--- config.mk ---
export PLATFORM = sky130hd
export DESIGN_NAME = adder_pipe
export DESIGN_NICKNAME = d
export VERILOG_FILES = /design/src/rtl/adder_pipe.sv
export SDC_FILE = /design/constraint.sdc
export NUM_CORES = 1
export LEC_CHECK = 0
export CAP_MARGIN = 10
export CORE_UTILIZATION = 31
export DETAILED_ROUTE_END_ITERATION = 6
export PLACE_DENSITY = 0.49
export SLEW_MARGIN = 25
export SYNTH_ARGS = -nofsm -noshare
export SYNTH_HDL_FRONTEND = slang
export SYNTH_SLANG_ARGS = --single-unit
--- constraint.sdc ---
create_clock -name clk_i -period 2.7 [get_ports clk_i]
set_input_delay 0.405 -clock clk_i [delete_from_list [all_inputs] [get_ports clk_i]]
set_output_delay 0.405 -clock clk_i [all_outputs]
set_load 0.05 [all_outputs]
--- src/rtl/adder_pipe.sv ---
// adder_pipe: pipelined ripple-carry adder/subtractor, CHUNK bits per stage, valid/ready handshake.
// Define ADDER_PIPE_FLAGS_EN to compute and register overflow_o and zero_o (tied to 0 otherwise).

module adder_pipe #(
    parameter int WIDTH = 32,
    parameter int CHUNK = 8
) (
    input  logic             clk_i,
    input  logic             rst_ni,
    input  logic             in_valid_i,
    output logic             in_ready_o,
    input  logic             sub_i,
    input  logic             carry_i,
    input  logic [WIDTH-1:0] a_i,
    input  logic [WIDTH-1:0] b_i,
    output logic             out_valid_o,
    input  logic             out_ready_i,
    output logic [WIDTH-1:0] res_o,
    output logic             carry_o,
    output logic             overflow_o,
    output logic             zero_o
);

    localparam int STAGES = WIDTH / CHUNK;
    localparam int LAST   = STAGES - 1;

    logic w_stall;

    for (genvar k = 0; k < STAGES; k++) begin : g_stage
        // Operand bits still to be added shrink by CHUNK per stage; result bits grow by CHUNK.
        localparam int IN_W  = WIDTH - k * CHUNK;
        localparam int RES_W = (k + 1) * CHUNK;

        logic [IN_W-1:0]  w_a;
        logic [IN_W-1:0]  w_b;
        logic             w_cin;
        logic             w_vin;
        logic [CHUNK:0]   w_sum;
        logic [RES_W-1:0] w_res;
        logic             r_valid;
        logic             r_carry;
        logic [RES_W-1:0] r_res;

        if (k == 0) begin : g_head
            assign w_a   = a_i;
            assign w_b   = sub_i ? ~b_i : b_i;
            assign w_cin = carry_i ^ sub_i;
            assign w_vin = in_valid_i;
            assign w_res = w_sum[CHUNK-1:0];
        end else begin : g_body
            assign w_a   = g_stage[k-1].g_fwd.r_a;
            assign w_b   = g_stage[k-1].g_fwd.r_b;
            assign w_cin = g_stage[k-1].r_carry;
            assign w_vin = g_stage[k-1].r_valid;
            assign w_res = {w_sum[CHUNK-1:0], g_stage[k-1].r_res};
        end

        assign w_sum = {1'b0, w_a[CHUNK-1:0]} + {1'b0, w_b[CHUNK-1:0]} + {{CHUNK{1'b0}}, w_cin};

        // NOTE: datapath registers are reset as well as valid bits, so res_o and carry_o read 0 out of reset.
        always_ff @(posedge clk_i or negedge rst_ni) begin
            if (!rst_ni) begin
                r_valid <= 1'b0;
                r_carry <= 1'b0;
                r_res   <= '0;
            end else if (!w_stall) begin
                r_valid <= w_vin;
                r_carry <= w_sum[CHUNK];
                r_res   <= w_res;
            end
        end

        if (IN_W > CHUNK) begin : g_fwd
            logic [IN_W-CHUNK-1:0] r_a;
            logic [IN_W-CHUNK-1:0] r_b;

            always_ff @(posedge clk_i or negedge rst_ni) begin
                if (!rst_ni) begin
                    r_a <= '0;
                    r_b <= '0;
                end else if (!w_stall) begin
                    r_a <= w_a[IN_W-1:CHUNK];
                    r_b <= w_b[IN_W-1:CHUNK];
                end
            end
        end
    end

    // A full output register that is not being drained freezes the whole pipe.
    assign w_stall     = g_stage[LAST].r_valid && !out_ready_i;
    assign in_ready_o  = !w_stall;
    assign out_valid_o = g_stage[LAST].r_valid;
    assign res_o       = g_stage[LAST].r_res;
    assign carry_o     = g_stage[LAST].r_carry;

`ifdef ADDER_PIPE_FLAGS_EN
    logic w_ovf;
    logic w_zero;
    logic r_ovf;
    logic r_zero;

    // Flags are formed from the final stage's inputs so they register together with the last slice.
    assign w_ovf  = (g_stage[LAST].w_a[CHUNK-1] == g_stage[LAST].w_b[CHUNK-1]) &&
                    (g_stage[LAST].w_res[WIDTH-1] != g_stage[LAST].w_a[CHUNK-1]);
    assign w_zero = (g_stage[LAST].w_res == '0);

    always_ff @(posedge clk_i or negedge rst_ni) begin
        if (!rst_ni) begin
            r_ovf  <= 1'b0;
            r_zero <= 1'b0;
        end else if (!w_stall) begin
            r_ovf  <= w_ovf;
            r_zero <= w_zero;
        end
    end

    assign overflow_o = r_ovf;
    assign zero_o     = r_zero;
`else
    assign overflow_o = 1'b0;
    assign zero_o     = 1'b0;
`endif

endmodule

==> results.yml, run 1 <==
synthesis:
  syn_inst: 918
  synthFlopType: "dfrtp_1"
  synth-xor-area-share: 0.0504
  async_flop_share: 1.00
  synth-simple-area-share: 0.225
  synth_area_mm2: 0.00835
  synth_seq_cells: 184
  synth_top_family_by_area: "simple AND/OR/NAND/NOR gates"
  yosys_warnings: 0
  yosysUniqueCellTypes: 35
  synth-adder-area-share: 0.0612
  syn_area_per_cell_um2: 9.09
  synth_mux_area_frac: 0
  synth_edf_count: 0
  seq_area_frac_synth: 0.552
  synth_compound_area_frac: 0.0802
timing:
  finalHoldViolCount: 0
  fin_crit_sh: 0.882
  timing.hold.ws_ns: 0.460
  rsz0062_at_grt: "false"
  slew_headroom: 0.655
  worst_pin_slew_ns: 0.516
  finalWorstSetupSlack_ns: 0.317
  fin_worst_skew_ns: 0.00900
  slew_viol_final: 0
  min_period_ns: 2.38
  finalSetupViolations: 0
  max_freq_mhz: 420
  setup_tns_ns: 0
min_path:
  worstHoldPathType: "flip-flop to flip-flop"
power:
  sw_frac_of_total: 0.402
  p_clk_frac: 0.202
  p_int_uw: 7290
  cellLeakagePower_uw: 0.00493
  p_seq_frac: 0.381
  irDropWorstVdd_mv: 1.12
  switchingPower_uw: 4900
  power_density_mw_per_mm2: 1180
  power_frac_comb: 0.417
worst_setup_path:
  r2r_slack_ns: 0.32
  r2r_end: "g_stage[2].r_res[22]$_DFFE_PN0N_"
  crit_required_ns: 3.00
  reg2regPathDepth: 7
  path_cells: "fa_1 -> fa_1 -> a21oi_1 -> o211ai_1 -> a21oi_1 -> xor2_1 -> o21ai_1"
  max_stage_delay_ns: 0.53
  crit_start: "g_stage[1].r_carry$_DFFE_PN0N_"
  setup.worst_path.end_class: "flip-flop"
  worstReg2RegStart: "g_stage[1].r_carry$_DFFE_PN0N_"
  worstPathMaxFanout: 3
  cp.arrival_ns: 2.68
  endpoint: "g_stage[2].r_res[22]$_DFFE_PN0N_"
  cp-start-kind: "flip-flop"
  slowest_stage: "fa_1"
  setup.worst_path.class: "flip-flop to flip-flop"
run_status:
  violations: "DRC"
  status: "finished, violations left"
finish:
  nNetsFinal: 1114
  drive_gt1_frac: 0.0558
  synthToLayoutAreaGrowth_pct: 23.8
  n_antenna_cell: 0
die:
  chipWidth_um: 166
  ioPinCount: 107
  initial_core_util: 0.319
  fp-row-count: 59
  fp.dieArea_mm2: 0.0276
  die_h_um: 166
  coreArea_mm2: 0.0262
grt:
  antenna_found_initial: 1
  grt_max_degree: 101
  grt_pass1_vias: 5866
  grt_overflow_total: 0
  grt_pass1_wl_um: 28900
  track_usage: 0.128
routing:
  drc: 1
  postRouteWirelength_um: 16600
  drtIter0Drc: 388
  wl_per_cell_um: 12.2
  drtPass1Iterations: 6
  dr_total_vias: 5901
  avgViaCountPerCell: 4.35
  antenna_left: 0
placement:
  dpl_worst_slack_ns: 0.0244
  port_buffers: 104
  place_congestion: 0.732
  hpwl_um: 10800
clock_network:
  clock-sinks: 184
  postCtsSetupBuffers: 0
  cts_buffers: 17
  clock_latency_ns: 0.42
  cts-root-buf: "clkbuf_16"
  max-clock-path-buffers: 2
  cts_tree: "built"
  htreeDepth: 4
  path_clk_slew_ns: 0.07
flow_run:
  max_cap_viol_count: 0
## cell usage in the layout (no fill, tap or decap), types with 4 or more instances in the layout
| cell | Yosys | layout |
|---|---|---|
| nand2_1 | 442 | 442 |
| dfrtp_1 | 184 | 184 |
| clkdlybuf4s50_1 | 0 | 101 |
| o21ai_0 | 50 | 50 |
| ha_1 | 28 | 28 |
| xnor2_1 | 27 | 27 |
| xor2_1 | 21 | 21 |
| a21oi_1 | 17 | 17 |
| clkbuf_16 | 0 | 17 |
| nor3_1 | 14 | 14 |
| nor2_1 | 12 | 12 |
| o21ai_1 | 11 | 11 |
| fa_1 | 8 | 8 |
| inv_1 | 7 | 7 |
| buf_4 | 2 | 7 |
| o211ai_1 | 6 | 6 |
| buf_12 | 0 | 6 |
| a21o_1 | 5 | 5 |
| a211oi_1 | 5 | 5 |
| a211oi_2 | 4 | 4 |
| o21bai_1 | 4 | 4 |
| nand2b_1 | 4 | 4 |
| a31oi_1 | 4 | 4 |
## worst max-delay path, delay by kind of cell (launching register included)
kind	cells	cell delay [ns]
fa+ha+maj	2	0.98
compound gates	4	0.71
flops	1	0.41
xor+xnor	1	0.16
## layout make-up
class | count | area [um2]
Clock buffer | 18 | 439
Clock inverter | 14 | 141
Fill cell | 2719 | 15900
Inverter | 8 | 32.5
Multi-Input combinational cell | 680 | 3490
Sequential cell | 184 | 4600
Tap cell | 335 | 419
Timing Repair Buffer | 117 | 1210
## how the worst min path moves through the flow
stage | start | to | slack (ns) | cells after the start
finish | g_stage[2].r_valid$_DFFE_PN0N_ | out_valid_o$_DFFE_PN0N_ | 0.46 | 1
CTS | g_stage[2].r_valid$_DFFE_PN0N_ | g_stage[2].r_valid$_DFFE_PN0N_ | 0.46 | 2
floorplan | rst_ni | carry_o$_DFFE_PN0N_ | 0.11 | 0
global route | g_stage[2].r_valid$_DFFE_PN0N_ | out_valid_o$_DFFE_PN0N_ | 0.47 | 1
detailed placement | rst_ni | res_o[18]$_DFFE_PN0N_ | 0.43 | 1
global placement | rst_ni | res_o[19]$_DFFE_PN0N_ | 0.43 | 1
## power by group through the flow
stage                     Clock (uW)  Sequential [uW]  Combinational (uW)
after floorplan                    0             5430                2970
after global placement             0             4700                5100
after detailed placement           0             4720                5160
after CTS                       2560             4680                5180
after global routing            2670             4820                5750
final                           2460             4640                5080
## synth_stat cells, types with 7 or more instances
library cell	count	area [um2]
xnor2_1	27	236
o21ai_1	11	55.1
fa_1	8	160
ha_1	28	350
dfrtp_1	184	4600
o21ai_0	50	250
nor3_1	14	70.1
inv_1	7	26.3
buf_2	41	205
a21oi_1	17	85.1
nor2_1	12	45.0
nand2_1	442	1660
xor2_1	21	184
## layer usage
metal / track usage / wire [um] / up-vias
met4: 0.0463 / 199 / 2
li1: - / - / 3111
met1: 0.168 / 8040 / 2706
met3: 0.0241 / 432 / 12
met5: 0 / 13 / -
met2: 0.212 / 7880 / 70
## repair_timing
| item | CTS | global route |
|---|---|---|
| endpoints found under the hold margin | 55 | 0 |
| hold buffers | 1 | 0 |
| resized for setup | 0 | 0 |
## cell families (layout without fill, tap and decap cells)
kind of cell	after synthesis	count (layout)
xor gates and xnor gates	48	48
and+or+nand+nor	482	482
buffers and inverters	55	157
DFF	184	184
other	1	2
adders and majority gates	36	36
AOI/OAI and AO/OA	112	112
## flip-flops by register name, summed over array words and instances (netlist names)
name               flops
carry_o                1
g_stage.r_res         48
g_stage.g_fwd.r_a     48
g_stage.r_carry        3
res_o                 32
out_valid_o            1
g_stage.g_fwd.r_b     48
g_stage.r_valid        3
## per-stage QoR
stage	instance area [um2]	std cells	total power, uW	utilization
after floorplan	8350	919	8400	-
after global placement	9750	1323	9810	0.372
after detailed placement	9750	1323	9880	0.372
after CTS	10300	1356	12400	0.395
after global routing	10300	1356	13200	0.395
final	10300	1356	12200	0.395
(Power assumes the default switching activity.)
==> run 2, diff against run 1 <==
--- a/config.mk
+++ b/config.mk
@@ -5,8 +5,9 @@
 export SDC_FILE = /design/constraint.sdc
 export NUM_CORES = 1
 export LEC_CHECK = 0
-export CAP_MARGIN = 10
+export CAP_MARGIN = 20
 export CORE_UTILIZATION = 31
+export CTS_CLUSTER_SIZE = 25
 export DETAILED_ROUTE_END_ITERATION = 6
 export PLACE_DENSITY = 0.49
 export SLEW_MARGIN = 25
==> results of run 2 <==
The final DEF is identical to that of run 1; final timing and power are the same.
==> run 3, diff against run 2 <==
--- a/config.mk
+++ b/config.mk
@@ -9,6 +9,7 @@
 export CORE_UTILIZATION = 31
 export CTS_CLUSTER_SIZE = 25
 export DETAILED_ROUTE_END_ITERATION = 6
+export GPL_TIMING_DRIVEN = 0
 export PLACE_DENSITY = 0.49
 export SLEW_MARGIN = 25
 export SYNTH_ARGS = -nofsm -noshare
==> run 3 against run 2 <==
  * The flow still finishes with violations (DRC)
  * Setup slack worse by 0.11 ns
  * Highest routed layer is now met4
  * Sequential power rose by 0.9%
  * Utilization grew 0.51 points
  * Critical endpoint is now in_ready_o
  * Global-route usage increased by 3.0 points
  * Sequential share of layout area fell by 0.57 points
  * Critical path depth down 1
  * Largest cell class unchanged
==> results.yml, run 3 (synthesis results as in run 1) <==
die:
  initial_core_util: 0.319
  die_h_um: 166
  chipWidth_um: 166
  fp.dieArea_mm2: 0.0276
  coreArea_mm2: 0.0262
  fp-row-count: 59
  ioPinCount: 107
placement:
  place_congestion: 0.779
  port_buffers: 103
  hpwl_um: 14900
worst_setup_path:
  max_stage_delay_ns: 0.39
  cp-start-kind: "flip-flop"
  slowest_stage: "dfrtp_1"
  cp.arrival_ns: 2.09
  crit_required_ns: 2.30
  worstPathMaxFanout: 10
  cp_num_buf_inv: 5
  path_cells: "nor2b_1 -> buf_2 -> inv_2 -> buf_2 -> buf_2 -> buf_2"
  crit_family: "buffers and inverters"
  r2r_end: "res_o[30]$_DFFE_PN0N_"
  reg2regPathDepth: 7
  cp_common_cell: "buf_2"
  setup.worst_path.class: "flip-flop to output port"
  setup.worst_path.end_class: "output port"
  worstReg2RegStart: "g_stage[2].r_carry$_DFFE_PN0N_"
  r2r_slack_ns: 0.28
routing:
  drc: 1
  antenna_left: 0
  wl_per_cell_um: 14.6
  avgViaCountPerCell: 4.44
  drtIter0Drc: 224
  drtPass1Iterations: 6
  postRouteWirelength_um: 20300
  dr_total_vias: 6186
finish:
  nNetsFinal: 1150
  reg_top3: "g_stage.g_fwd.r_a x48, g_stage.g_fwd.r_b x48, g_stage.r_res x48"
  drive_gt1_frac: 0.0823
  n_antenna_cell: 0
  multi_input_area_mm2: 0.00348
  final_core_util: 0.400
  layout_commonest_cell: "nand2_1"
  synthToLayoutAreaGrowth_pct: 25.4
  most-common-layout-cells: "nand2_1, dfrtp_1, clkdlybuf4s50_1"
  ff_latch_area_mm2: 0.00460
  n_fill_cell: 2653
grt:
  track_usage: 0.158
  grt_max_degree: 74
  grt_pass1_wl_um: 33900
  grt_overflow_total: 0
  grt_pass1_vias: 6372
  antenna_found_initial: 0
power:
  cellLeakagePower_uw: 0.00506
  irDropWorstVdd_mv: 0.377
  power_density_mw_per_mm2: 1200
timing:
  min_period_ns: 2.50
  slew_headroom: 0.451
  rsz0062_at_grt: "false"
  slew_viol_final: 0
  worst_pin_slew_ns: 0.824
  finalSetupViolations: 0
  max_freq_mhz: 401
  setup_tns_ns: 0
  finalHoldViolCount: 0
  fin_crit_sh: 0.925
  fin_worst_skew_ns: 0.00757
clock_network:
  path_clk_slew_ns: 0.07
  htreeDepth: 4
  max-clock-path-buffers: 2
  clock-sinks: 184
  cts-root-buf: "clkbuf_16"
  cts_buffers: 17
  clock_latency_ns: 0.43
  cts_tree: "built"
min_path:
  worstHoldPathType: "input pin to flip-flop"
  min-delay-start: "sub_i"
  worstHoldEndpoint: "g_stage[0].g_fwd.r_b[23]$_DFFE_PN0N_"
  hold_depth: 3
run_status:
  violations: "DRC"
  status: "finished, violations left"
flow_run:
  max_cap_viol_count: 0
## run 3: cell type report
type,instances,share of cell area
clock inverters,12,0.0142
flip-flops and latches,184,0.440
repair buffers,106,0.105
well taps,335,0.0400
inverters,8,0.00287
plain buffers,47,0.0225
multi-input cells,680,0.332
clock buffers,20,0.0436
## run 3: timing repair
item                                    in CTS  in global routing
endpoints found under the setup margin       1                  1
endpoints found under the hold margin       46                  0
resized for setup                            3                  2
buffers inserted                             0                  0
hold buffers                                 1                  0
## run 3: power breakdown
| part | switching (uW) | total, uW | leakage (uW) | internal, uW |
|---|---|---|---|---|
| registers | 690 | 4680 | 0.00223 | 3990 |
| logic | 3320 | 5340 | 0.00253 | 2020 |
| clock network | 1070 | 2570 | 0.000300 | 1500 |
## run 3: metrics by stage
step | instances | setup slack (ns) | power, uW | cell area [um2] | hold WS, ns
after global routing | 1392 | 0.0873 | 13600 | 10500 | 0.439
after global placement | 1357 | -6.86 | 10100 | 9800 | 0.443
after detailed placement | 1359 | -0.312 | 10100 | 9860 | 0.344
final | 1392 | 0.204 | 12600 | 10500 | 0.414
after floorplan | 919 | 0.169 | 8400 | 8350 | 0.109
after CTS | 1392 | 0.0677 | 12800 | 10500 | 0.412
## run 3: worst min-delay path, cell delays in order
cell and delay [ns]:
buf_2 0.17, xnor2_1 0.16, o21ai_0 0.06
## run 3: worst max-delay path by stage
stage	endpoint	slack, ns	depth (start not counted)	startpoint
final	in_ready_o	0.20	6	out_valid_o$_DFFE_PN0N_
after global routing	in_ready_o	0.09	6	out_valid_o$_DFFE_PN0N_
after CTS	in_ready_o	0.07	6	out_valid_o$_DFFE_PN0N_
after detailed placement	in_ready_o	-0.31	7	out_ready_i
after global placement	g_stage[0].r_res[1]$_DFFE_PN0N_	-6.86	1	rst_ni
after floorplan	g_stage[0].r_carry$_DFFE_PN0N_	0.17	11	sub_i
## run 3: per-layer routing
layer	GRT usage	part of all wire
met2	0.259	0.48
met5	0	0
met4	0.0427	0.0097
met1	0.216	0.48
met3	0.0276	0.037
